## config.mk

```make
export PLATFORM = sky130hd
export DESIGN_NAME = sync_fifo
export DESIGN_NICKNAME = d
export VERILOG_FILES = /design/src/rtl/fifo_pkg.sv /design/src/rtl/sync_fifo_mem.sv /design/src/rtl/sync_fifo.sv
export SDC_FILE = /design/constraint.sdc
export NUM_CORES = 1
export LEC_CHECK = 0
export ABC_CLOCK_PERIOD_IN_PS = 8400
export CAP_MARGIN = 20
export CORE_MARGIN = 1.5
export CORE_UTILIZATION = 65
export CTS_CLUSTER_DIAMETER = 40
export DETAILED_ROUTE_END_ITERATION = 8
export DONT_BUFFER_PORTS = 1
export PLACE_DENSITY = 0.81
export SETUP_SLACK_MARGIN = 0.5
export SYNTH_ARGS = -nofsm -noshare
export SYNTH_HDL_FRONTEND = slang
export SYNTH_SLANG_ARGS = --single-unit
```

## constraint.sdc

```tcl
create_clock -name CLK -period 8.4 [get_ports CLK]
set_input_delay 0.84 -clock CLK [delete_from_list [all_inputs] [get_ports CLK]]
set_output_delay 0.84 -clock CLK [all_outputs]
set_load 0.01 [all_outputs]
```

## src/rtl/fifo_pkg.sv

```systemverilog
// Shared constants, operation encoding and parameter-legality helper for the
// synchronous FIFO.
package fifo_pkg;

    localparam int unsigned DEFAULT_DATA_WIDTH = 8;
    localparam int unsigned DEFAULT_ADDR_WIDTH = 3;

    typedef enum logic [1:0] {
        OP_NONE  = 2'b00,
        OP_READ  = 2'b01,
        OP_WRITE = 2'b10,
        OP_BOTH  = 2'b11
    } fifo_op_e;

    function automatic bit fifo_levels_ok(input int unsigned addr_width,
                                          input int unsigned af_level,
                                          input int unsigned ae_level);
        int unsigned depth;
        depth = 32'd1 << addr_width;
        return (af_level >= 1) && (af_level <= depth) && (ae_level <= depth - 1);
    endfunction

endpackage

```

## src/rtl/sync_fifo_mem.sv

```systemverilog
// FIFO storage: synchronous write port and a registered read port whose output
// register (not the array) is cleared by reset.
module sync_fifo_mem #(
    parameter int unsigned DATA_WIDTH = 8,
    parameter int unsigned ADDR_WIDTH = 3
) (
    input  logic                  clk_i,
    input  logic                  rst_ni,
    input  logic                  we_i,
    input  logic [ADDR_WIDTH-1:0] waddr_i,
    input  logic [DATA_WIDTH-1:0] wdata_i,
    input  logic                  re_i,
    input  logic [ADDR_WIDTH-1:0] raddr_i,
    output logic [DATA_WIDTH-1:0] rdata_o
);

    localparam int unsigned DEPTH = 2 ** ADDR_WIDTH;

    logic [DATA_WIDTH-1:0] mem_q [DEPTH];
    logic [DATA_WIDTH-1:0] rdata_q;

    always_ff @(posedge clk_i) begin
        if (we_i) begin
            mem_q[waddr_i] <= wdata_i;
        end
    end

    always_ff @(posedge clk_i) begin
        if (!rst_ni) begin
            rdata_q <= '0;
        end else if (re_i) begin
            rdata_q <= mem_q[raddr_i];
        end
    end

    assign rdata_o = rdata_q;

endmodule

```

## src/rtl/sync_fifo.sv

```systemverilog
// Single-clock FIFO with registered occupancy count, threshold flags and
// one-cycle overflow/underflow pulses.
module sync_fifo
    import fifo_pkg::*;
#(
    parameter int unsigned DATA_WIDTH = DEFAULT_DATA_WIDTH,
    parameter int unsigned ADDR_WIDTH = DEFAULT_ADDR_WIDTH,
    parameter int unsigned AF_LEVEL   = 6,
    parameter int unsigned AE_LEVEL   = 1
) (
    input  logic                  CLK,
    input  logic                  RST,
    input  logic                  W_INC,
    input  logic [DATA_WIDTH-1:0] WR_DATA,
    input  logic                  R_INC,
    output logic [DATA_WIDTH-1:0] RD_DATA,
    output logic                  RD_VALID,
    output logic                  FULL,
    output logic                  EMPTY,
    output logic                  ALMOST_FULL,
    output logic                  ALMOST_EMPTY,
    output logic [ADDR_WIDTH:0]   COUNT,
    output logic                  OVERFLOW,
    output logic                  UNDERFLOW
);

    if (!fifo_levels_ok(ADDR_WIDTH, AF_LEVEL, AE_LEVEL)) begin : g_bad_levels
        $error("sync_fifo: AF_LEVEL must be 1..DEPTH and AE_LEVEL 0..DEPTH-1");
    end

    localparam logic [ADDR_WIDTH:0] DEPTH_C = {1'b1, {ADDR_WIDTH{1'b0}}};
    localparam logic [ADDR_WIDTH:0] AF_C    = (ADDR_WIDTH + 1)'(AF_LEVEL);
    localparam logic [ADDR_WIDTH:0] AE_C    = (ADDR_WIDTH + 1)'(AE_LEVEL);

    logic [ADDR_WIDTH:0] wr_ptr_q, wr_ptr_d;
    logic [ADDR_WIDTH:0] rd_ptr_q, rd_ptr_d;
    logic [ADDR_WIDTH:0] count_q, count_d;
    logic                rd_valid_q, ovf_q, udf_q;
    logic                full, empty, wr_acc, rd_acc;
    fifo_op_e            op;

    assign full   = (count_q == DEPTH_C);
    assign empty  = (count_q == '0);
    assign wr_acc = W_INC && !full;
    assign rd_acc = R_INC && !empty;
    assign op     = fifo_op_e'({wr_acc, rd_acc});

    always_comb begin
        wr_ptr_d = wr_ptr_q;
        rd_ptr_d = rd_ptr_q;
        case (op)
            OP_WRITE: wr_ptr_d = wr_ptr_q + 1'b1;
            OP_READ:  rd_ptr_d = rd_ptr_q + 1'b1;
            OP_BOTH: begin
                wr_ptr_d = wr_ptr_q + 1'b1;
                rd_ptr_d = rd_ptr_q + 1'b1;
            end
            default: ;
        endcase
        // Extra pointer bit makes the difference span 0..DEPTH unambiguously.
        count_d = wr_ptr_d - rd_ptr_d;
    end

    always_ff @(posedge CLK) begin
        if (!RST) begin
            wr_ptr_q   <= '0;
            rd_ptr_q   <= '0;
            count_q    <= '0;
            rd_valid_q <= 1'b0;
            ovf_q      <= 1'b0;
            udf_q      <= 1'b0;
        end else begin
            wr_ptr_q   <= wr_ptr_d;
            rd_ptr_q   <= rd_ptr_d;
            count_q    <= count_d;
            rd_valid_q <= rd_acc;
            ovf_q      <= W_INC && full;
            udf_q      <= R_INC && empty;
        end
    end

    sync_fifo_mem #(
        .DATA_WIDTH (DATA_WIDTH),
        .ADDR_WIDTH (ADDR_WIDTH)
    ) u_mem (
        .clk_i   (CLK),
        .rst_ni  (RST),
        .we_i    (wr_acc && RST),
        .waddr_i (wr_ptr_q[ADDR_WIDTH-1:0]),
        .wdata_i (WR_DATA),
        .re_i    (rd_acc),
        .raddr_i (rd_ptr_q[ADDR_WIDTH-1:0]),
        .rdata_o (RD_DATA)
    );

    assign RD_VALID     = rd_valid_q;
    assign FULL         = full;
    assign EMPTY        = empty;
    assign ALMOST_FULL  = (count_q >= AF_C);
    assign ALMOST_EMPTY = (count_q <= AE_C);
    assign COUNT        = count_q;
    assign OVERFLOW     = ovf_q;
    assign UNDERFLOW    = udf_q;

endmodule

```

== Word level (Yosys, flattened, before mapping) ==
Memory sizes are Yosys's and may differ from the RTL's. A register that Yosys moved wholly into a read port is not among the register bits.
Cells that the tools add are included.
W data, S select, Z words.

* Add/subtract/negate cells: 3
* $lt $le $gt $ge: 2
* Equal/unequal tests: 4
* Multiplexer cells: 4
* Reductions and logical operators: 11

{| class="wikitable"
|+ Operator list
! kind !! count
|-
| $add A4 B1 Y4 const B || 2
|-
| $mux W4 || 2
|-
| $logic_and A1 B1 Y1 || 5
|-
| $eq A2 B2 Y1 const B || 2
|-
| $eq A4 B4 Y1 const B || 1
|-
| $ge A4 B3 Y1 const B || 1
|-
| $le A4 B1 Y1 const B || 1
|-
| $logic_not A4 Y1 || 1
|-
| $reduce_or A2 Y1 || 2
|-
| $sub A4 B4 Y4 || 1
|-
| $logic_not A1 Y1 || 3
|-
| $eq A2 B1 Y1 const B || 1
|-
| $mux W1 || 2
|}

* Register bits after elaboration: 15
* Bits in writable memories: 64
* Input port bits: 12
* Output and inout port bits: 19
* Logic and storage cells: 31
* Memories: 1

{| class="wikitable"
|+ Memories
! name !! words !! width !! rd ports !! clocked after memory_dff !! wr ports !! line !! RTL
|-
| u_mem.mem_q || 8 || 8 || 1 || 1 || 1 || sync_fifo_mem.sv:19 || <nowiki>logic [DATA_WIDTH-1:0] mem_q [DEPTH];</nowiki>
|}

== Depth between registers and ports, before layout ==
Gate-level depths: netlist (run 1).

* Depth in word-level cells: 7
* Mapped depth: 10

== Modules after synthesis ==
Synthesis (run 1) repeated with hierarchy kept, for this count alone.

* Cell total of the unflattened synthesis: 223
* Area total of the unflattened synthesis: 3489.6 sq um

{| class="wikitable"
|+ Modules (own cells, without submodules)
! module !! times used !! cells an instance !! area an instance (sq um) !! seq. area each (sq um)
|-
| sync_fifo_mem || 1 || 160 || 2788.9 || 2082.0
|-
| sync_fifo || 1 || 63 || 700.7 || 300.3
|}

== Least setup slack after synthesis (run 1) ==
Ideal clock, no wire load.

* Path kind: input to register
* Start: input port R_INC
* End: register count_q[3] (netlist: COUNT[3])
* Library setup time: 0.123 ns
* Data arrival time: 2.666 ns
* Required time: 8.277 ns
* Slack: 5.611 ns
* Stages: 8
* Buffers on the path: 1
* Path through: o41a_1 -> clkbuf_1 -> mux2i_1 -> ha_1 -> a21o_1 -> a21oi_1 -> xnor2_1 -> mux2_1

* Word-level cells in the longest chain between the ends: 5

{| class="wikitable"
|+ RTL lines
! element !! line !! RTL
|-
| start: declaration || sync_fifo.sv:15 || <nowiki>input logic R_INC,</nowiki>
|-
| $logic_and A1 B1 Y1 (*) || sync_fifo.sv:45 || <nowiki>assign rd_acc = R_INC && !empty;</nowiki>
|-
| $eq A2 B2 Y1 or $eq A2 B1 Y1 (tied branches) || sync_fifo.sv:51 || <nowiki>case (op)</nowiki>
|-
| $reduce_or A2 Y1 (no line) || -- ||
|-
| $mux W4 || -- ||
|-
| $sub A4 B4 Y4 (*) || sync_fifo.sv:61 || <nowiki>count_d = wr_ptr_d - rd_ptr_d;</nowiki>
|-
| end signal: assignment || sync_fifo.sv:75 || <nowiki>count_q <= count_d;</nowiki>
|-
| end: declaration || sync_fifo.sv:37 || <nowiki>logic [ADDR_WIDTH:0] count_q, count_d;</nowiki>
|}

Every way passes the cells marked *; elsewhere a longest branch is shown, timed or not.
A chain may end at the register's enable or synchronous reset.

== Worst setup path after layout (run 1) ==
* Start: register count_q[2] (netlist: COUNT[2])
* End: register count_q[3] (netlist: COUNT[3])

* Word-level cells in the longest chain between the ends: 7

{| class="wikitable"
|+ RTL lines
! element !! line
|-
| $eq A4 B4 Y1 or $logic_not A4 Y1 (tied branches) || sync_fifo.sv:42, sync_fifo.sv:43
|-
| $logic_not A1 Y1, on equally long branches || sync_fifo.sv:44, sync_fifo.sv:45
|-
| $logic_and A1 B1 Y1, on equally long branches || sync_fifo.sv:44, sync_fifo.sv:45
|-
| $eq A2 B2 Y1 or $eq A2 B1 Y1 (tied branches) || sync_fifo.sv:51
|-
| $reduce_or A2 Y1 (no line) || --
|-
| $mux W4 || --
|-
| $sub A4 B4 Y4 (*) || sync_fifo.sv:61
|}

Marks and branches as above.

==> metrics.md, run 1 <==
| Metric | Value |
|---|---|
| First-pass GRT wire length | `8400 um` |
| Setup_tns | `0 ns` |
| Clock Path Buffers | `2` |
| Total length of routed wires | `5650 um` |
| GRT Util Overall | `22.2%` |
| Power Dens Cells | `approximately 280 nW/um2` |
| Vias in the first global route | `between 1500 and 2000` |
| Finished Layout Cells | `276` |
| R2r startpoint | `COUNT[2]` |
| Drt drc | `0` |
| Wire length on met1 | `roughly 2200 um` |
| Top Metal Used | `met4` |
| Synth Flop Type | `edfxtp_1` |
| Cell variety after synth | `34` |
| Period minus WS final | `2.92 ns` |
| Routed vias | `around 1700` |
| Slew HR | `38.1%` |
| RD Place Congestion | `0.772` |
| WL per Instance | `20.5 um` |
| Worst path max stage delay | `0.71 ns` |
| Critical path class | `reg -> reg` |
| Largest net degree at the start of global routing | `26` |
| Clock latency on the worst-skew pair | `0.36 ns` |
| HPWL after DPL | `between 3000 and 4000 um` |
| Critical path endpoint category | `register` |
| Die Area | `5690 um2` |
| Layout cell share with drive strength beyond 1 | `18.4%` |
| Register area share after synthesis | `69.9%` |
| CP Data Required Time | `8.65 ns` |
| DR WL met3 | `~300 um` |
| Syn_nets | `215` |
| WP data arrival | `3.17 ns` |
| Die extent in y | `75.4 um` |
| Clock transition at the registers of the reported paths | `0.08 ns` |
| Row cnt | `26` |
| Reg2reg path depth | `7` |
| Initial cell density of the core | `between 60% and 70%` |
| Top-area cell type share of the netlist area | `56.4%` |
| Final setup viols | `0` |
| Largest area contributor in the netlist | `edfxtp_1` |
| Final Power | `approximately 0.0010 W` |
| ANT cells | `0` |
| Hold-fix buffers, CTS | `0` |
| Setup Fix Bufs, Post-CTS | `0` |
| Grt ovf | `0` |
| CP cell instances | `o41a_1 > mux2i_1 > ha_1 > a21o_1 > a21oi_1 > xnor2_1 > mux2_1` |
| Min-delay src | `WR_DATA[4]` |
| CTS Buf Count | `9` |
| Switching part of the total | `29.2%` |
| Post-route clock skew | `0.00810 ns` |
| Total clock sinks | `87` |
| Worst Hold Class | `in -> reg` |
| Switch Pwr | `0.000300 W` |
| Placed insts | `260` |
| Seq pwr share | `around 54%` |
| Synth Cell Area | `3410 um2` |
| RSZ-0062 raised after global routing | `false` |
| Hold Fails Final Rpt | `0` |
| Async SR Flop Fraction | `0%` |
| R2R Path End | `COUNT[3]` |
| Least-Margin Pin Slew | `slightly above 0.9 ns` |
| Yosys reg bits | `87` |
| Fmax | `343 MHz` |
| Synth warn | `0` |
| Routed wl met2 | `between 3000 and 4000 um` |
| Worst-case hold path end point | `u_mem.mem_q[2][4]` |
| Area contributors post-synth | `edfxtp_1 56%, dfxtp_1 14%, mux4_2 11%, mux2i_1 2.6%, ha_1 1.8%` |
| Reg2reg setup slack | `5.48 ns` |
| Syn_area_per_cell | `~17 um2` |
| Final period utilization | `34.8%` |
| Leak pwr | `1.18 nW` |
| Cells after Synth | `roughly 200` |
| CTS tree | `done` |
| Commonest non-fill, non-tap cell in the layout | `edfxtp_1` |
| Final slew viol count | `0` |
| MaxCap Viol Count | `0` |
| Worst path slowest cell | `o41a_1` |
| CP Launch Type | `register` |
| PortBufs | `0` |
| Core area | `5070 um2` |
| Min-Delay Path Depth | `0` |
| Post-cts gate resize count | `0` |
| Vias per cell | `6.01` |
| Area Growth Syn to Fin | `6.54%` |
| Internal power | `0.000725 W` |
| CTS root buf | `clkbuf_8` |
| Drt initial violations | `90` |
| Initial antenna violation count | `0` |
| Critical path peak fanout | `21` |
| Outcome | `complete, no violations` |
| Clock power frac | `24.0%` |
| Max H-tree Level | `3` |
| Setup slack after layout | `5.48 ns` |
| Post-placement worst setup slack | `5.27 ns` |
| Comb pwr share | `22.5%` |
| Post-route ant nets | `0` |
| Most frequent cells in the layout | `64 x edfxtp_1, 23 x dfxtp_1, 16 x mux4_2` |
| Final #Nets | `219` |
| Peak supply drop | `0.145 mV` |
| Die Width | `roughly 75 um` |
| IO Count | `31` |
| Total iterations of the first detailed-routing run | `4` |
| EDFF count, synth | `64` |
## power by group through the flow
stage               clock network (W)  registers, W  logic (W)
finish                       0.000245      0.000548   0.000231
global route                 0.000263      0.000556   0.000255
CTS                          0.000249      0.000550   0.000233
detailed placement                  0      0.000559   0.000229
global placement                    0      0.000557   0.000219
floorplan                           0      0.000542   0.000201
## stage by stage
| step | util (%) | hold slack [ns] | cell area [um2] |
|---|---|---|---|
| after floorplan | - | 0.517 | 3410 |
| after global placement | 68.3 | 0.555 | 3460 |
| after detailed placement | 68.3 | 0.572 | 3460 |
| after CTS | 71.5 | 0.564 | 3630 |
| after global routing | 71.5 | 0.558 | 3630 |
| final | 71.5 | 0.574 | 3630 |
## sequential cells by signal, indices dropped and copies added, names as in the netlist
name,cells
u_mem.mem_q,64
rd_ptr_q,4
RD_VALID,1
COUNT,4
u_mem.rdata_o,8
wr_ptr_q,4
UNDERFLOW,1
OVERFLOW,1
## cell type report
| class | count | area [um2] |
|---|---|---|
| flip-flops and latches | 87 | 2380 |
| fillers | 335 | 1450 |
| multi-input cells | 98 | 965 |
| clock buffers | 10 | 128 |
| well taps | 70 | 87.6 |
| clock inverters | 6 | 37.5 |
| repair buffers | 3 | 22.5 |
| inverters | 2 | 7.51 |
## critical path: cells and delay by family, from the launching register on
| kind | cells | cell delay (ns) |
|---|---|---|
| xor+xnor | 1 | 0.14 |
| fa+ha+maj | 1 | 0.33 |
| compound gates | 3 | 1.07 |
| flops | 1 | 0.47 |
| mux | 2 | 0.80 |
## per-layer routing
layer	global-route usage, %	up-vias
li1	-	759
met1	25.9	833
met2	37.1	58
met3	6.48	10
met4	12.7	0
met5	0	-
## Yosys cell counts (4+ instances only)
cell / instances
nor2_1: 6
mux2i_1: 9
dfxtp_1: 23
nor2b_1: 6
clkbuf_1: 4
mux4_2: 16
o21ai_0: 8
edfxtp_1: 64
xor2_1: 4
a21oi_1: 9
ha_1: 5
and2_1: 6
## worst max-delay path by stage
stage,to,from,cells past startpoint
after detailed placement,COUNT[3],R_INC,7
after floorplan,COUNT[3],R_INC,8
after global routing,COUNT[3],COUNT[3],7
after global placement,COUNT[3],R_INC,7
final,COUNT[3],COUNT[2],7
after CTS,COUNT[3],COUNT[3],7
## cell families (layout without fill, tap and decap cells)
kind of cell | count (synthesis) | after routing | synth area share [%]
flops | 87 | 87 | 69.9
compound gates | 20 | 20 | 3.27
mux | 27 | 27 | 14.0
buf+inv | 12 | 21 | 1.76
fa+ha+maj | 6 | 6 | 2.42
simple gates | 37 | 37 | 6.35
xor+xnor | 8 | 8 | 2.28
Power figures use the tool's default switching activity.
==> run 2, diff against run 1 <==
--- a/config.mk
+++ b/config.mk
@@ -5,14 +5,14 @@
 export SDC_FILE = /design/constraint.sdc
 export NUM_CORES = 1
 export LEC_CHECK = 0
-export ABC_CLOCK_PERIOD_IN_PS = 8400
+export ABC_CLOCK_PERIOD_IN_PS = 3000
 export CAP_MARGIN = 20
 export CORE_MARGIN = 1.5
-export CORE_UTILIZATION = 65
+export CORE_UTILIZATION = 62
 export CTS_CLUSTER_DIAMETER = 40
 export DETAILED_ROUTE_END_ITERATION = 8
 export DONT_BUFFER_PORTS = 1
-export PLACE_DENSITY = 0.81
+export PLACE_DENSITY = 0.78
 export SETUP_SLACK_MARGIN = 0.5
 export SYNTH_ARGS = -nofsm -noshare
 export SYNTH_HDL_FRONTEND = slang
==> constraint.sdc (replaced) <==
create_clock -name CLK -period 3 [get_ports CLK]
set_input_delay 0.3 -clock CLK [delete_from_list [all_inputs] [get_ports CLK]]
set_output_delay 0.3 -clock CLK [all_outputs]
set_load 0.01 [all_outputs]
==> run 2 against run 1 <==
Sequential share of layout area fell by 1.8 points. Core utilization is 0.26 points higher. Critical path depth rose by 1. Critical path type unchanged. Largest power group unchanged.
==> metrics.md, run 2 (synthesis gave the netlist of run 1 again) <==
| Metric | Value |
|---|---|
| Outcome | `complete, no violations (unchanged)` |
| Drt drc | `0 (unchanged)` |
| Hold Fails Final Rpt | `0 (unchanged)` |
| Switch Pwr | `0.000867 W (was 0.000300 W)` |
| CP cell instances | `or4b_4 > and2_4 > mux2_4 > ha_4 > a21o_1 > a21oi_2 > xnor2_1 > mux2_1 (was o41a_1 > mux2i_1 > ha_1 > a21o_1 > a21oi_1 > xnor2_1 > mux2_1)` |
| Row cnt | `26 (unchanged)` |
| RD Place Congestion | `0.768 (was 0.772)` |
| WL per Instance | `19.9 um (was 20.5 um)` |
| Slew HR | `38.9% (was 38.1%)` |
| ANT cells | `0 (unchanged)` |
| Placed insts | `269 (was 260)` |
| Reg2reg path depth | `8 (was 7)` |
| Clock power frac | `24.0% (about the same)` |
| Final slew viol count | `0 (unchanged)` |
| Die Area | `5950 um2 (was 5690 um2)` |
| MaxCap Viol Count | `0 (unchanged)` |
| WP data arrival | `2.73 ns (was 3.17 ns)` |
| Core area | `5200 um2 (was 5070 um2)` |
| Most frequent cells in the layout | `64 x edfxtp_1, 20 x dfxtp_1, 16 x mux4_2 (was 64 x edfxtp_1, 23 x dfxtp_1, 16 x mux4_2)` |
| Setup_tns | `0 ns (unchanged)` |
| GRT Util Overall | `21.5% (was 22.2%)` |
| Initial antenna violation count | `0 (unchanged)` |
| Max FFs per register | `64 (unchanged)` |
| Placed cell areas | `3550 um2 (was 3460 um2)` |
| Post-route clock skew | `0.00881 ns (was 0.00810 ns)` |
| Internal power | `0.00207 W (was 0.000725 W)` |
| Fin area | `3740 um2 (was 3630 um2)` |
| PortBufs | `0 (unchanged)` |
| Post-route ant nets | `0 (unchanged)` |
| Drt initial violations | `151 (was 90)` |
| Peak supply drop | `0.407 mV (was 0.145 mV)` |
| Total iterations of the first detailed-routing run | `4 (unchanged)` |
| Finished Layout Cells | `286 (was 276)` |
| Area Growth Syn to Fin | `9.66% (was 6.54%)` |
| HPWL after DPL | `3810 um (was 3590 um)` |
| CP Data Required Time | `3.23 ns (was 8.65 ns)` |
| Routed vias | `1657 (was 1660)` |
| Grt ovf | `0 (unchanged)` |
| Initial cell density of the core | `65.5% (was 67.1%)` |
| Leak pwr | `1.25 nW (was 1.18 nW)` |
| Critical path peak fanout | `5 (was 21)` |
| Period minus WS final | `2.50 ns (was 2.92 ns)` |
| Switching part of the total | `29.5% (was 29.2%)` |
| Total length of routed wires | `5680 um (was 5650 um)` |
| Most flops, register | `u_mem.mem_q (unchanged)` |
| Critical path endpoint category | `register (unchanged)` |
| Vias per cell | `5.79 (was 6.01)` |
| Total clock sinks | `87 (unchanged)` |
| Power Dens Cells | `786 nW/um2 (was 282 nW/um2)` |
| RSZ-0062 raised after global routing | `true (was false)` |
| First-pass GRT wire length | `9090 um (was 8400 um)` |
| Worst path slowest cell | `or4b_4 (was o41a_1)` |
| Final period utilization | `83.4% (was 34.8%)` |
| CP Launch Type | `register (unchanged)` |
| Clock transition at the registers of the reported paths | `0.09 ns (was 0.08 ns)` |
| Final #Nets | `229 (was 219)` |
| Die Width | `77.1 um (was 75.4 um)` |
| Fmax | `400 MHz (was 343 MHz)` |
| Layout cell share with drive strength beyond 1 | `25.9% (was 18.4%)` |
| CTS Buf Count | `9 (unchanged)` |
| CTS root buf | `clkbuf_8 (unchanged)` |
| Layout Utilization | `71.8% (was 71.5%)` |
| IO Count | `31 (unchanged)` |
| CTS tree | `done (unchanged)` |
| Die extent in y | `77.1 um (was 75.4 um)` |
| Clock Path Buffers | `2 (unchanged)` |
| Commonest non-fill, non-tap cell in the layout | `edfxtp_1 (unchanged)` |
| Critical path class | `reg -> reg (unchanged)` |
| Max H-tree Level | `3 (unchanged)` |
| # fillers | `323 (was 335)` |
| Final Power | `0.00294 W (was 0.00102 W)` |
| Clock latency on the worst-skew pair | `0.35 ns (was 0.36 ns)` |
| Largest net degree at the start of global routing | `26 (unchanged)` |
| Worst Hold Class | `in -> reg (unchanged)` |
| Least-Margin Pin Slew | `0.910 ns (was 0.926 ns)` |
| Comb pwr share | `24.2% (was 22.5%)` |
| Worst path max stage delay | `0.55 ns (was 0.71 ns)` |
| Seq pwr share | `51.8% (was 53.5%)` |
| Vias in the first global route | `1772 (was 1703)` |
| Min-Delay Path Depth | `0 (unchanged)` |
| Final setup viols | `0 (unchanged)` |
run 2: repair_timing:
action                     4_1_cts  5_1_grt
buffers inserted                 1        0
hold endpoints to repair         0        0
setup endpoints to repair        1        1
hold buffers                     0        0
pin swaps                        1        0
resized for setup                1        0
run 2: final timing paths:
check,start,slack (ns),end
max,COUNT[0],0.50,COUNT[3]
min reg2reg,wr_ptr_q[3],0.58,wr_ptr_q[3]
min,WR_DATA[0],0.04,u_mem.mem_q[3][0]
max reg2reg,COUNT[0],0.50,COUNT[3]
run 2: layout make-up:
type | count | area (um2) | share of cell area (%)
tap | 70 | 87.6 | 2.34
multi-input combinational | 98 | 985 | 26.4
timing repair buffer | 13 | 97.6 | 2.61
sequential | 87 | 2390 | 63.9
clock inverter | 7 | 48.8 | 1.31
inverter | 2 | 7.51 | 0.201
clock buffer | 9 | 124 | 3.32
run 2: stage by stage:
stage | setup WS (ns) | hold WS [ns]
finish | 0.497 | 0.0421
floorplan | 0.498 | 0.399
global route | 0.414 | 0.0259
CTS | 0.497 | 0.0285
detailed placement | 0.462 | 0.399
global placement | 0.516 | 0.399
run 2: critical path, delay by kind of cell (launching register included):
family | cells | cell delay [ns]
and+or+nand+nor | 2 | 0.73
muxes | 2 | 0.66
AOI/OAI and AO/OA | 2 | 0.29
xor gates and xnor gates | 1 | 0.13
adders and majority gates | 1 | 0.22
DFF | 1 | 0.36
run 2: power by group through the flow:
stage	combinational (W)	clock [W]	sequential, W
floorplan	0.000579	0	0.00152
global placement	0.000683	0	0.00154
detailed placement	0.000703	0	0.00155
CTS	0.000724	0.000717	0.00152
global route	0.000780	0.000761	0.00154
finish	0.000712	0.000705	0.00152
run 2: layer usage:
layer	vias up	wire length (um)	global-route usage [%]
met3	6	294	5.12
li1	779	-	-
met4	0	65	11.8
met2	48	2880	34.7
met1	824	2440	27.0
met5	-	0	0
